--- src/rtl/gate_cmd_decoder.sv ---
// Gate command decoder for a 3-phase bridge.
// Validates bytes from a UART receiver and holds the latest good one as a
// pending gate pattern. A rising edge on the asynchronous shoot strobe applies
// that pattern with break-before-make sequencing: gates that turn off do so at
// once, and gates that turn on wait DEAD_CYCLES clocks.
//
// Ports:
//   clk           system clock (48 MHz)
//   reset         asynchronous, active-high reset
//   data_received received byte {d[4:0], c[2:0]}
//   rx_done       one-cycle strobe, data_received/parity_error valid with it
//   parity_error  UART parity flag
//   shoot         asynchronous apply strobe, rising edge acts
//   gates         {g3_b,g3_a,g2_b,g2_a,g1_b,g1_a}, 1 = transistor on
//   cmd_valid     a validated command is pending
//   cmd_error     one-cycle pulse per rejected byte
//   err_count     saturating count of rejected bytes
//   busy          dead-time transition in progress
module gate_cmd_decoder #(
    parameter int unsigned DEAD_CYCLES = 48
) (
    input  logic       clk,
    input  logic       reset,
    input  logic [7:0] data_received,
    input  logic       rx_done,
    input  logic       parity_error,
    input  logic       shoot,
    output logic [5:0] gates,
    output logic       cmd_valid,
    output logic       cmd_error,
    output logic [7:0] err_count,
    output logic       busy
);

    localparam int unsigned CNT_W = (DEAD_CYCLES > 1) ? $clog2(DEAD_CYCLES) : 1;
    localparam logic [CNT_W-1:0] CNT_LOAD = CNT_W'(DEAD_CYCLES - 1);

    typedef enum logic {
        IDLE     = 1'b0,
        DEADTIME = 1'b1
    } state_t;

    state_t           state_q, state_d;
    logic [CNT_W-1:0] cnt_q, cnt_d;
    logic [5:0]       pend_q, pend_d;
    logic [5:0]       target_q, target_d;
    logic [5:0]       gates_d;
    logic             cmd_valid_d, cmd_error_d, busy_d;
    logic [7:0]       err_count_d;

    // Shoot synchronizer and rising-edge detector
    logic       sync1_q, sync2_q, prev_q;
    logic [1:0] fill_q;
    logic       shoot_edge;

    // One-hot phase select: 0 = none, 1..3 = phase 1..3
    function automatic logic [2:0] phase_sel(input logic [1:0] p);
        logic [2:0] r;
        r = 3'b000;
        case (p)
            2'd1:    r = 3'b001;
            2'd2:    r = 3'b010;
            2'd3:    r = 3'b100;
            default: r = 3'b000;
        endcase
        return r;
    endfunction

    // Byte decode and validation
    logic [4:0] d;
    logic [2:0] c, c_exp, hs, ls;
    logic       en, shoot_thru, byte_ok;
    logic [5:0] pattern;

    always_comb begin
        d          = data_received[7:3];
        c          = data_received[2:0];
        c_exp      = {d[1] ^ d[2] ^ d[4], d[0] ^ d[2] ^ d[3], d[0] ^ d[1] ^ d[3]};
        en         = d[0];
        shoot_thru = en && (d[4:3] == d[2:1]) && (d[4:3] != 2'd0);
        byte_ok    = !parity_error && (c == c_exp) && !shoot_thru;
        hs         = en ? phase_sel(d[4:3]) : 3'b000;
        ls         = en ? phase_sel(d[2:1]) : 3'b000;
        pattern    = {ls[2], hs[2], ls[1], hs[1], ls[0], hs[0]};
    end

    // prev_q is held at 1 until the chain holds post-reset samples, so a
    // shoot already high at reset release never looks like a rising edge.
    always_ff @(posedge clk or posedge reset) begin
        if (reset) begin
            sync1_q <= 1'b0;
            sync2_q <= 1'b0;
            prev_q  <= 1'b1;
            fill_q  <= 2'b00;
        end else begin
            sync1_q <= shoot;
            sync2_q <= sync1_q;
            prev_q  <= fill_q[1] ? sync2_q : 1'b1;
            fill_q  <= {fill_q[0], 1'b1};
        end
    end

    assign shoot_edge = sync2_q & ~prev_q;

    // Next-state and output logic
    always_comb begin
        state_d     = state_q;
        cnt_d       = cnt_q;
        pend_d      = pend_q;
        target_d    = target_q;
        gates_d     = gates;
        cmd_valid_d = cmd_valid;
        cmd_error_d = 1'b0;
        err_count_d = err_count;

        case (state_q)
            IDLE: begin
                if (shoot_edge && cmd_valid) begin
                    // Break first: keep only gates that stay on
                    gates_d     = gates & pend_q;
                    target_d    = pend_q;
                    cmd_valid_d = 1'b0;
                    cnt_d       = CNT_LOAD;
                    state_d     = DEADTIME;
                end
            end
            DEADTIME: begin
                if (cnt_q == '0) begin
                    gates_d = target_q;
                    state_d = IDLE;
                end else begin
                    cnt_d = cnt_q - CNT_W'(1);
                end
            end
            default: state_d = IDLE;
        endcase

        // A byte accepted in the same cycle as a shoot stays pending
        if (rx_done) begin
            if (byte_ok) begin
                pend_d      = pattern;
                cmd_valid_d = 1'b1;
            end else begin
                cmd_error_d = 1'b1;
                if (err_count != 8'hFF) begin
                    err_count_d = err_count + 8'd1;
                end
            end
        end

        busy_d = (state_d == DEADTIME);
    end

    // State and output registers
    always_ff @(posedge clk or posedge reset) begin
        if (reset) begin
            state_q   <= IDLE;
            cnt_q     <= '0;
            pend_q    <= '0;
            target_q  <= '0;
            gates     <= '0;
            cmd_valid <= 1'b0;
            cmd_error <= 1'b0;
            err_count <= '0;
            busy      <= 1'b0;
        end else begin
            state_q   <= state_d;
            cnt_q     <= cnt_d;
            pend_q    <= pend_d;
            target_q  <= target_d;
            gates     <= gates_d;
            cmd_valid <= cmd_valid_d;
            cmd_error <= cmd_error_d;
            err_count <= err_count_d;
            busy      <= busy_d;
        end
    end

endmodule

--- config.mk ---
export PLATFORM = sky130hd
export DESIGN_NAME = gate_cmd_decoder
export DESIGN_NICKNAME = d
export VERILOG_FILES = /design/src/rtl/gate_cmd_decoder.sv
export SDC_FILE = /design/constraint.sdc
export NUM_CORES = 1
export LEC_CHECK = 0
export CAP_MARGIN = 10
export CORE_ASPECT_RATIO = 2
export CORE_MARGIN = 5
export CORE_UTILIZATION = 52
export CTS_CLUSTER_SIZE = 28
export DETAILED_ROUTE_END_ITERATION = 7
export PLACE_DENSITY = 0.78
export SLEW_MARGIN = 5
export SYNTH_ARGS = -nofsm -noshare
export SYNTH_HDL_FRONTEND = slang
export SYNTH_SLANG_ARGS = --single-unit
--- constraint.sdc ---
create_clock -name clk -period 1.95 [get_ports clk]
set_input_delay 0.39 -clock clk [delete_from_list [all_inputs] [get_ports clk]]
set_output_delay 0.39 -clock clk [all_outputs]
set_load 0.005 [all_outputs]
Word-level counts from Yosys, hierarchy flattened
Cells that the tools add are included.
{"block": "classes", "n_lt_le_gt_ge": 0, "n_div": 0, "mux": 20, "mul": 0, "eq_ne": 12, "n_addsub": 2, "shift": 0, "bitwise": 11, "reduce_logical": 14}
{"op": "6-bit 2-to-1 mux", "n": 4}
{"op": "6-bit case mux with 2 select lines", "n": 2}
{"op": "3-bit case mux with 3 select lines", "n": 2}
{"op": "1-bit 2-to-1 mux", "n": 9}
{"op": "8-bit by 1-bit adder with 8-bit output, second input constant", "n": 1}
{"op": "2-bit equality test, second input constant", "n": 4}
{"op": "8-bit != test, second input constant", "n": 1}
{"op": "2-bit AND reduction", "n": 4}
{"op": "6-bit bitwise AND", "n": 1}
{"op": "6-bit logical NOT", "n": 1}
{"op": "3-bit 2-to-1 mux", "n": 2}
{"op": "6-bit by 1-bit subtractor with 6-bit output, second input constant", "n": 1}
{"op": "1-bit bitwise XOR", "n": 6}
{"op": "1-bit logical AND", "n": 5}
{"op": "2-bit by 1-bit equality test with 1-bit output, second input constant", "n": 2}
{"op": "2-bit != test, second input constant", "n": 2}
{"op": "3-bit equality test", "n": 1}
{"op": "1-bit inverter", "n": 3}
{"op": "3-bit AND reduction", "n": 1}
{"op": "2-bit equality test", "n": 1}
{"op": "1-bit logical NOT", "n": 2}
{"op": "2-bit by 1-bit != test with 1-bit output, second input constant", "n": 1}
{"op": "1-bit case mux with 2 select lines", "n": 1}
{"op": "2-bit nonzero test", "n": 1}
{"op": "1-bit bitwise AND", "n": 1}
{"block": "word_totals", "mem_bits_rw": 0, "out_inout_bits": 17, "memories": 0, "mem_bits_ro": 0, "regBits": 40, "latchBits": 0, "in_bits": 13}

Logic depth before layout (Yosys ltp)
{"block": "depth", "ltp_word": 7, "ltp_mapped": 8, "mapped_depth_nobuf": 7}

Worst setup path before layout
OpenSTA, ideal clock, no wires.
{"block": "synth_timing", "kind": "input to register", "start": "input port data_received[4]", "end": "register err_count[1]", "cell_stages": 7, "n_path_buf": 0, "setup_slack_ns": -0.234, "arrival_time_ns": 2.059, "required_time_ns": 1.825, "setup_time_ns": 0.125, "path_cell_list": "inv_1 > ha_1 > xnor3_1 > or2_2 > a211oi_4 > nor2_1 > mux2_2"}
{"block": "synth_via", "elab_chain_cells": 7}
{"element": "from (decl)", "line_no": "24", "text": "input logic [7:0] data_received,"}
{"element": "1-bit bitwise XOR or 2-bit equality test (tied branches)", "line_no": "78, 80"}
{"element": "1-bit bitwise XOR or 1-bit logical AND (tied branches)", "line_no": "78, 80"}
{"element": "3-bit equality test or 1-bit logical AND (tied branches)", "line_no": "81, 80"}
{"element": "1-bit logical AND or 1-bit logical NOT (tied branches)", "line_no": "81", "text": "byte_ok = !parity_error && (c == c_exp) && !shoot_thru;"}
{"element": "1-bit logical AND (*)", "line_no": "81"}
{"element": "1-bit inverter (no line) (*)"}
{"element": "3-bit AND reduction (no line) (*)"}
{"element": "to (signal assigned)", "line_no": "174", "text": "err_count <= err_count_d;"}
{"element": "to (decl)", "line_no": "31", "text": "output logic [7:0] err_count,"}
Mark *: on every way between the ends. The rest lies on a longest branch, timed or not.
A chain may end at the register's enable or synchronous reset.

Worst setup path in the final report
{"block": "layout_timing", "start": "input port data_received[5]", "end": "register err_count[1]"}
Same word-level chain as after synthesis.

==> impl_metrics.env <==
export IMPL_status="finished clean"
export IMPL_cellLeakagePower_nw=1.19
export IMPL_cts_htree_levels=2
export IMPL_worst_setup_path_start_kind="input pin"
export IMPL_dp_hpwl_um=2760
export IMPL_synth_area_um2=1840
export IMPL_slowest_delay_ns=0.32
export IMPL_finClkSkew_ns=0.00526
export IMPL_rows=30
export IMPL_cp_max_fo=7
export IMPL_synth_fp_nets=190
export IMPL_die_w_um=52.1
export IMPL_clk_pin_slew_ns=0.08
export IMPL_r2r_start="cnt_q[0]"
export IMPL_cts_path_max_buffers=2
export IMPL_cp_top_family="XOR/XNOR gates"
export IMPL_firstDrtPassIters=4
export IMPL_cp_slowest_cell="xnor3_1"
export IMPL_nets=236
export IMPL_mostFrequentLayoutCell="dfrtp_1"
export IMPL_period_needed_ns=1.89
export IMPL_avgViaCountPerCell=5.20
export IMPL_arrival_ns=2.06
export IMPL_required_ns=2.12
export IMPL_cp_end_kind="register"
export IMPL_critPathBufInv=2
export IMPL_drcViolationCount=0
export IMPL_postRouteAntennaNets=0
export IMPL_ir_worst_vdd_mv=1.02
export IMPL_final_cell_mix="dfrtp_1, clkdlybuf4s50_1, nand2_1"
export IMPL_finalSetupViolCount=0
export IMPL_rsz0062_at_grt="no"
export IMPL_power_density_nw_per_um2=1190
export IMPL_ys_flop_type="dfrtp_1"
export IMPL_die_area_um2=4910
export IMPL_io_pins=30
export IMPL_synth_edff_count=0
export IMPL_fin_crit_sh=0.970
export IMPL_path_class="in -> reg"
export IMPL_min_delay_path_depth=0
export IMPL_cap_violations=0
export IMPL_syn_mean_instance_area_um2=10.8
export IMPL_whs_ns=0.359
export IMPL_core_um2=3420
export IMPL_drive_above_1_share=0.183
export IMPL_grt_overflow=0
export IMPL_routabilityCongestion=0.852
export IMPL_hold_end="fill_q[1]"
export IMPL_clock_sinks=40
export IMPL_reg2reg_depth=7
export IMPL_start_util=0.540
export IMPL_die_y_um=94.2
export IMPL_hp_class="reg -> reg"
export IMPL_antenna_found_initial=0
export IMPL_yosysWarnings=0
export IMPL_r2r_slack_ns=0.20
export IMPL_hold_viol=0
export IMPL_synthCells=171
export IMPL_syn_to_final_growth_pct=33.6
export IMPL_grt_pass1_wl_um=6670
export IMPL_timing_rr_end="gates[4]"
export IMPL_insertion_delay_ns=0.29
export IMPL_critical_path_cell_chain="buf_2 -> ha_4 -> xnor3_1 -> or2_4 -> a211oi_4 -> buf_12 -> nor2_4 -> mux2_4"
export IMPL_ys_types=36
export IMPL_cts_root_buf="clkbuf_8"
export IMPL_cts_tree="built"
export IMPL_vias=1382
export IMPL_wire_per_inst_um=14.3
export IMPL_antennaDiodeCount=0
export IMPL_totalWireLength_um=3800
export IMPL_maxSlewViolCount=0
export IMPL_first_global_vias=1536
export IMPL_seq_area_frac_synth=0.543
export IMPL_grtUsageTotal=0.181
export IMPL_async_reset_ff_frac=1.00
export IMPL_holdCritStartpoint="fill_q[0]"
export IMPL_ys_ff_latch=40
export IMPL_numPortBuffers=29
export IMPL_drtIter0Drc=20
export IMPL_grt_max_degree=31
export IMPL_fmax_ghz=0.529
export IMPL_power_mw=2.94
export IMPL_numCtsBuffers=5
-- through the flow --
step,cells,setup TNS [ns],worst slack [ns],cell area [µm²],utilization
global route,266,0,0.00133,2460,0.722
detailed placement,257,-6.91,-0.512,2300,0.675
global placement,257,-6.56,-0.481,2300,0.675
finish,266,0,0.0581,2460,0.722
CTS,265,0,0.0218,2450,0.718
floorplan,171,0,0.00640,1860,-
-- layout make-up --
type                       count  area, µm²
fill                         236        951
inverter                      11       41.3
timing repair buffer          43        404
tap                           48       60.1
clock buffer                   6       72.6
multi-input combinational    116        850
clock inverter                 2       35.0
sequential                    40       1000
-- routing by layer --
metal	vias to the layer above	GRT usage	part of all wire	routed length (µm)
li1	662	-	-	-
met1	669	0.182	0.36	1350
met2	37	0.324	0.57	2170
met3	14	0.0366	0.034	128
met4	0	0.114	0.039	147
met5	-	0	0	0
-- synthesized netlist by cell type, drive strengths merged (2+ instances only) --
library cell  number  area (µm²)
dfrtp             39         976
nand2             22        85.1
o21ai             13        65.1
inv               11        41.3
xor2              11        96.3
nand3              8        40.0
nor2               8        30.0
mux2i              7        70.1
a22o               6        52.6
ha                 6        75.1
and3               4        25.0
nand2b             4        25.0
nor3               4        20.0
clkbuf             3        11.3
mux2               3        33.8
a21boi             2        15.0
a21oi              2        10.0
nand3b             2        15.0
-- state kept, by name (all words and copies together), names as in the netlist --
name	count
cmd_error	1
cmd_valid	1
cnt_q	6
err_count	8
fill_q	2
gates	6
pend_q	6
prev_q	1
state_q	1
sync1_q	1
sync2_q	1
target_q	6
-- cells by family (layout without fill, tap and decap cells) --
logic type,count (synthesis),in the layout,synth area share
simple gates,60,60,0.162
flops,40,40,0.543
compound gates,27,27,0.0997
buf+inv,15,62,0.0312
xor+xnor,12,12,0.0644
mux,10,10,0.0563
fa+ha+maj,6,6,0.0407
other cells,1,1,0.00203
-- power breakdown --
part | total, mW | switching, mW | internal, mW
clock network | 0.654 | 0.274 | 0.380
logic | 0.923 | 0.411 | 0.512
registers | 1.37 | 0.238 | 1.13
total | 2.94 | 0.924 | 2.02
-- worst max path at each step --
stage | slack (ns) | end | cells after the start | from
after floorplan | 0.006 | err_count[7] | 6 | data_received[3]
after global placement | -0.48 | err_count[7] | 9 | data_received[4]
after detailed placement | -0.51 | err_count[7] | 9 | data_received[4]
after CTS | 0.02 | err_count[1] | 7 | data_received[7]
after global routing | 0.001 | gates[5] | 7 | cnt_q[0]
final | 0.06 | err_count[1] | 8 | data_received[5]
-- what timing repair did --
item | CTS | global route
pin swaps | 5 | 2
buffers inserted | 1 | 1
resized for setup | 19 | 4
hold buffers | 0 | 0
endpoints found under the setup margin | 16 | 8
Note: power is estimated with default switching activity, not from simulation.
